[config.mk]
export PLATFORM = sky130hd
export DESIGN_NAME = fetch_unit
export DESIGN_NICKNAME = d
export VERILOG_FILES = /design/src/rtl/fetch_unit.sv
export SDC_FILE = /design/constraint.sdc
export NUM_CORES = 1
export LEC_CHECK = 0
export BUFFER_PORTS_ARGS = -buffer_cell sky130_fd_sc_hd__buf_2
export CAP_MARGIN = 20
export CORE_ASPECT_RATIO = 0.7
export CORE_MARGIN = 5
export CORE_UTILIZATION = 50
export DETAILED_ROUTE_END_ITERATION = 8
export GPL_TIMING_DRIVEN = 1
export PLACE_DENSITY_LB_ADDON = 0.1
export RECOVER_POWER = 50
export SLEW_MARGIN = 20
export SYNTH_ARGS = -nofsm -noshare
export SYNTH_HDL_FRONTEND = slang
export SYNTH_SLANG_ARGS = --single-unit
[constraint.sdc]
create_clock -name clk -period 11.4 [get_ports clk]
set_input_delay 2.85 -clock clk [delete_from_list [all_inputs] [get_ports clk]]
set_output_delay 2.85 -clock clk [all_outputs]
set_load 0.1 [all_outputs]
[src/rtl/fetch_unit.sv]
// Instruction fetch stage: owns the PC, fetches one 32-bit word per instruction
// over a req/ack handshake, holds it until the datapath retires it, then picks
// the next PC from the branch/jump decision. A fetch that goes unanswered for
// TIMEOUT cycles parks the unit in a terminal error state.
module fetch_unit #(
    parameter logic [31:0] RESET_PC = 32'h0000_0000,
    parameter int unsigned TIMEOUT  = 255
) (
    input  logic        clk,
    input  logic        rst_n,
    input  logic        i_branch,
    input  logic        i_jump,
    input  logic        i_zero,
    input  logic        i_retire,
    output logic        o_imem_req,
    output logic [31:0] o_imem_addr,
    input  logic        i_imem_ack,
    input  logic [31:0] i_imem_rdata,
    output logic [31:0] o_instr,
    output logic        o_instr_valid,
    output logic [31:0] o_pc,
    output logic [31:0] o_pc_plus4,
    output logic        o_fetch_error
);

    // Low bits forced to zero so the PC is always word aligned.
    localparam logic [31:0] RstPc = {RESET_PC[31:2], 2'b00};
    // Counter value seen on the last cycle a fetch may still be acked.
    localparam logic [15:0] TimeoutLast = 16'(TIMEOUT - 1);

    typedef enum logic [1:0] {
        StIdle,
        StFetch,
        StExec,
        StError
    } state_e;

    state_e      r_state, w_state_nxt;
    logic [31:0] r_pc, w_pc_nxt;
    logic [31:0] r_instr, w_instr_nxt;
    logic        r_valid, w_valid_nxt;
    logic        r_req, w_req_nxt;
    logic        r_err, w_err_nxt;
    logic [15:0] r_cnt, w_cnt_nxt;

    logic [31:0] w_pc_plus4;
    logic [31:0] w_br_off;
    logic [31:0] w_next_pc;

    assign w_pc_plus4 = r_pc + 32'd4;
    assign w_br_off   = {{14{r_instr[15]}}, r_instr[15:0], 2'b00};

    // Next PC selection: jump beats taken branch beats sequential.
    always_comb begin
        w_next_pc = w_pc_plus4;
        if (i_jump) begin
            w_next_pc = {w_pc_plus4[31:28], r_instr[25:0], 2'b00};
        end else if (i_branch && i_zero) begin
            w_next_pc = w_pc_plus4 + w_br_off;
        end
    end

    // State register.
    always_ff @(posedge clk or negedge rst_n) begin
        if (!rst_n) begin
            r_state <= StIdle;
        end else begin
            r_state <= w_state_nxt;
        end
    end

    // Next-state and next-value logic for all registered outputs.
    always_comb begin
        w_state_nxt = r_state;
        w_pc_nxt    = r_pc;
        w_instr_nxt = r_instr;
        w_valid_nxt = r_valid;
        w_req_nxt   = r_req;
        w_err_nxt   = r_err;
        w_cnt_nxt   = r_cnt;
        case (r_state)
            StIdle: begin
                w_state_nxt = StFetch;
                w_req_nxt   = 1'b1;
                w_cnt_nxt   = 16'd0;
            end
            StFetch: begin
                // Ack is checked first so it wins over a same-cycle timeout.
                if (i_imem_ack) begin
                    w_instr_nxt = i_imem_rdata;
                    w_valid_nxt = 1'b1;
                    w_req_nxt   = 1'b0;
                    w_cnt_nxt   = 16'd0;
                    w_state_nxt = StExec;
                end else if (r_cnt == TimeoutLast) begin
                    w_err_nxt   = 1'b1;
                    w_req_nxt   = 1'b0;
                    w_state_nxt = StError;
                end else begin
                    w_cnt_nxt = r_cnt + 16'd1;
                end
            end
            StExec: begin
                if (i_retire) begin
                    w_pc_nxt    = w_next_pc;
                    w_valid_nxt = 1'b0;
                    w_req_nxt   = 1'b1;
                    w_state_nxt = StFetch;
                end
            end
            StError: begin
                w_req_nxt   = 1'b0;
                w_valid_nxt = 1'b0;
                w_err_nxt   = 1'b1;
            end
            default: begin
                w_state_nxt = StIdle;
            end
        endcase
    end

    // Datapath registers; reset clears everything immediately.
    always_ff @(posedge clk or negedge rst_n) begin
        if (!rst_n) begin
            r_pc    <= RstPc;
            r_instr <= 32'd0;
            r_valid <= 1'b0;
            r_req   <= 1'b0;
            r_err   <= 1'b0;
            r_cnt   <= 16'd0;
        end else begin
            r_pc    <= w_pc_nxt;
            r_instr <= w_instr_nxt;
            r_valid <= w_valid_nxt;
            r_req   <= w_req_nxt;
            r_err   <= w_err_nxt;
            r_cnt   <= w_cnt_nxt;
        end
    end

    assign o_imem_req    = r_req;
    assign o_imem_addr   = r_pc;
    assign o_instr       = r_instr;
    assign o_instr_valid = r_valid;
    assign o_pc          = r_pc;
    assign o_pc_plus4    = w_pc_plus4;
    assign o_fetch_error = r_err;

endmodule

==> metrics.md <==
| Metric | Value |
|---|---|
| Outcome | `finished, violations left` |
| Failing checks | `capacitance limit, slew limit` |
| R2R setup slack | `6.89 ns` |
| GRT Overall Usage | `0.245` |
| Global route overflow | `0` |
| Seq cells post-synth | `83` |
| IO Pins | `170` |
| Slowest stage cell, crit path | `clkbuf_1` |
| R2R Path End | `o_imem_addr[31]` |
| Cell taking the most area after synthesis | `dfrtp_1` |
| Setup Fix Bufs, Post-CTS | `0` |
| Vias per cell | `5.90` |
| Hold Crit Start | `o_fetch_error` |
| Port bufs | `163` |
| CTS Hold Buffers Added | `0` |
| Ratio of cells with drive above 1 in the final layout | `0.226` |
| Worst r2r src | `o_imem_addr[4]` |
| Synthesized cell area | `6250 um^2` |
| Initial antenna violation count | `0` |
| Synth Instances | `709` |
| Post-synth ARST share | `1.00` |
| Core ar. | `12,300 um^2` |
| Initial core utilization | `0.506` |
| Top-count cell post-synth | `dfrtp_1` |
| Layout Skew | `0.00816 ns` |
| Die H | `104 um` |
| GPL Wtd Cong | `0.904` |
| Final period util | `0.590` |
| Worst Path Required | `10.76 ns` |
| XOR/XNOR share of the synthesized area | `0.0855` |
| Dominant cells by area after synthesis | `dfrtp_1 33%, ha_1 7.8%, mux2_2 5.8%, nand2_1 4.5%, xor2_1 4.3%` |
| Synth warn | `0` |
| Hpwl dp | `13.8 mm` |
| Most frequent cells after synthesis | `83 x dfrtp_1, 75 x nand2_1, 58 x nor2_1` |
| Max clock buf depth | `2` |
| DR WL/cell | `18.7 um` |
| Simple logic cell fraction of the synthesized area | `0.169` |
| Layout net count | `905` |
| Drt initial violations | `573` |
| Unrepaired setup endpoints after global routing | `no` |
| Detail Route Antenna Nets | `0` |
| Minimum clock period | `6.73 ns` |
| Slew @ Worst Pin | `4.60 ns` |
| FMAX | `149 MHz` |
| Max Cap Viol | `3` |
| Routed via count | `5,863` |
| Slew HR | `-2.07` |
| Arrival time at the worst endpoint | `6.09 ns` |
| CP delay by family, top | `buffers and inverters` |
| CP Class | `in2async` |
| Share of the synthesized area in the top cell type | `0.332` |
| Clk_lat worst skew | `0.34 ns` |
| H-tree depth | `3` |
| Final Hold Vio Count | `0` |
| Sequential share of the synthesized area | `0.332` |
| Slew Limit Fails | `170` |
| Worst min path class | `reg2reg` |
| Startpoint types | `input port` |
| Synth Area in Compound Gates | `0.200` |
| Die area | `14,900 um^2` |
| Die X | `144 um` |
| Path depth of the worst reg2reg path | `15` |
| Mean Syn Cell Area | `8.81 um^2` |
| First drt pass iteration count | `5` |
| Main combinational cell family by area after synthesis | `compound AO/OA/AOI/OAI gates` |
| CP endpoint kind | `async pin` |
| Cts repair resizes | `0` |
| M1 WL | `8.70 mm` |
| Post-route DRC violation count | `0` |
| Setup TNS | `0 ns` |
| # diodes | `0` |
| Root Buffer | `clkbuf_16` |
| Metal2 WL | `8.17 mm` |
| DR WL met3 | `1.45 mm` |
| Critical path peak fanout | `83` |
| Post-synth EDFFs | `0` |
| Predominant post-synthesis flop cell | `dfrtp_1` |
| Crit path buffers/inverters | `1` |
| Area Growth Syn to Fin | `14.5%` |
| Hold path cells | `1` |
| Top routing layer used | `met4` |
| CTS tree | `built` |
| CTS Buf Count | `9` |
| Critical path, cell by cell | `clkbuf_1` |
| Vias in the first global route | `5,498` |
| First-pass GRT wire length | `29.7 mm` |
| Mux share of post-synthesis cell area | `0.0625` |
| Rows | `34` |
| Slowest stage delay, CP | `3.17 ns` |
| Clk sinks | `83` |
| Setup violators final | `0` |
| Hold endpoint | `o_fetch_error` |
| Largest net degree at the start of global routing | `84` |
| Synth Area in Adders | `0.0813` |
| Post-synthesis cell type count | `67` |
| Reg clk slew, reported paths | `0.06 ns` |
| WL final | `18.5 mm` |
==> stage by stage <==
| step | setup WS [ns] | hold slack (ns) | util | area (um^2) | instances |
|---|---|---|---|---|---|
| after floorplan | 4.49 | 0.497 | - | 6270 | 714 |
| after global placement | 5.85 | 0.452 | 0.562 | 6930 | 977 |
| after detailed placement | 5.74 | 0.457 | 0.562 | 6930 | 977 |
| after CTS | 5.36 | 0.477 | 0.585 | 7210 | 993 |
| after global routing | 3.69 | 0.495 | 0.580 | 7160 | 993 |
| final | 4.67 | 0.470 | 0.580 | 7160 | 993 |
==> cell type report <==
class,count,area [um^2]
Clock inverter,4,35.0
Sequential cell,83,2080
Inverter,14,52.6
Timing Repair Buffer,165,782
Fill cell,1175,5180
Clock buffer,12,246
Tap cell,162,203
Multi-Input combinational cell,553,3760
==> cells in the final DEF, fill, tap and decap left out, drive strengths merged, types with 3 or more instances in the layout <==
cell | Yosys | layout
and4 | 6 | 6
conb | 1 | 6
nand2b | 3 | 3
nand3 | 24 | 24
o22ai | 4 | 4
nor3 | 10 | 10
a21o | 15 | 15
o21bai | 7 | 7
nor2 | 58 | 58
and3 | 9 | 9
o21a | 4 | 4
a21oi | 54 | 54
clkbuf | 26 | 51
nor2b | 4 | 4
mux2 | 32 | 32
o41ai | 3 | 3
a211oi | 11 | 11
mux2i | 3 | 3
o211ai | 5 | 5
o31ai | 6 | 6
o311ai | 3 | 3
a2111oi | 3 | 3
o21ai | 48 | 48
xor2 | 31 | 31
ha | 39 | 39
a221o | 3 | 3
or3 | 10 | 10
dfrtp | 83 | 83
a211o | 4 | 4
nand2 | 75 | 75
buf | 38 | 126
clkinv | 0 | 3
nand4 | 15 | 15
inv | 14 | 15
a31oi | 4 | 4
xnor2 | 30 | 30
and2 | 4 | 4
==> layer usage <==
metal  track usage  vias to the layer above
li1              -                     2752
met1         0.372                     2843
met2         0.366                      249
met3        0.0511                       19
met4        0.0410                        0
met5             0                        -
==> cells by family after synthesis <==
kind of cell	Yosys count
muxes	35
other	1
DFF	83
xor gates and xnor gates	61
and+or+nand+nor	224
AOI/OAI and AO/OA	187
buffers and inverters	78
adders and majority gates	40
==> state kept, by name, summed over array words and instances (netlist names) <==
name and flops:
o_instr 32, o_imem_addr 30, r_cnt 16, r_state 2, o_fetch_error 1, o_imem_req 1
o_instr_valid 1
==> worst max-delay path by stage <==
stage | end | cells past startpoint | slack [ns] | startpoint
floorplan | o_pc_plus4[29] | 7 | 4.49 | o_imem_addr[12]
global placement | o_pc_plus4[29] | 8 | 5.85 | o_imem_addr[4]
detailed placement | o_pc_plus4[29] | 8 | 5.74 | o_imem_addr[4]
CTS | o_pc_plus4[29] | 8 | 5.36 | o_imem_addr[4]
global route | o_imem_addr[17] | 1 | 3.69 | rst_n
finish | o_imem_addr[17] | 1 | 4.67 | rst_n
Power is left out: the tool's default activity adds up to more than one toggle a clock period on the data nets, which glitch-free logic cannot reach.
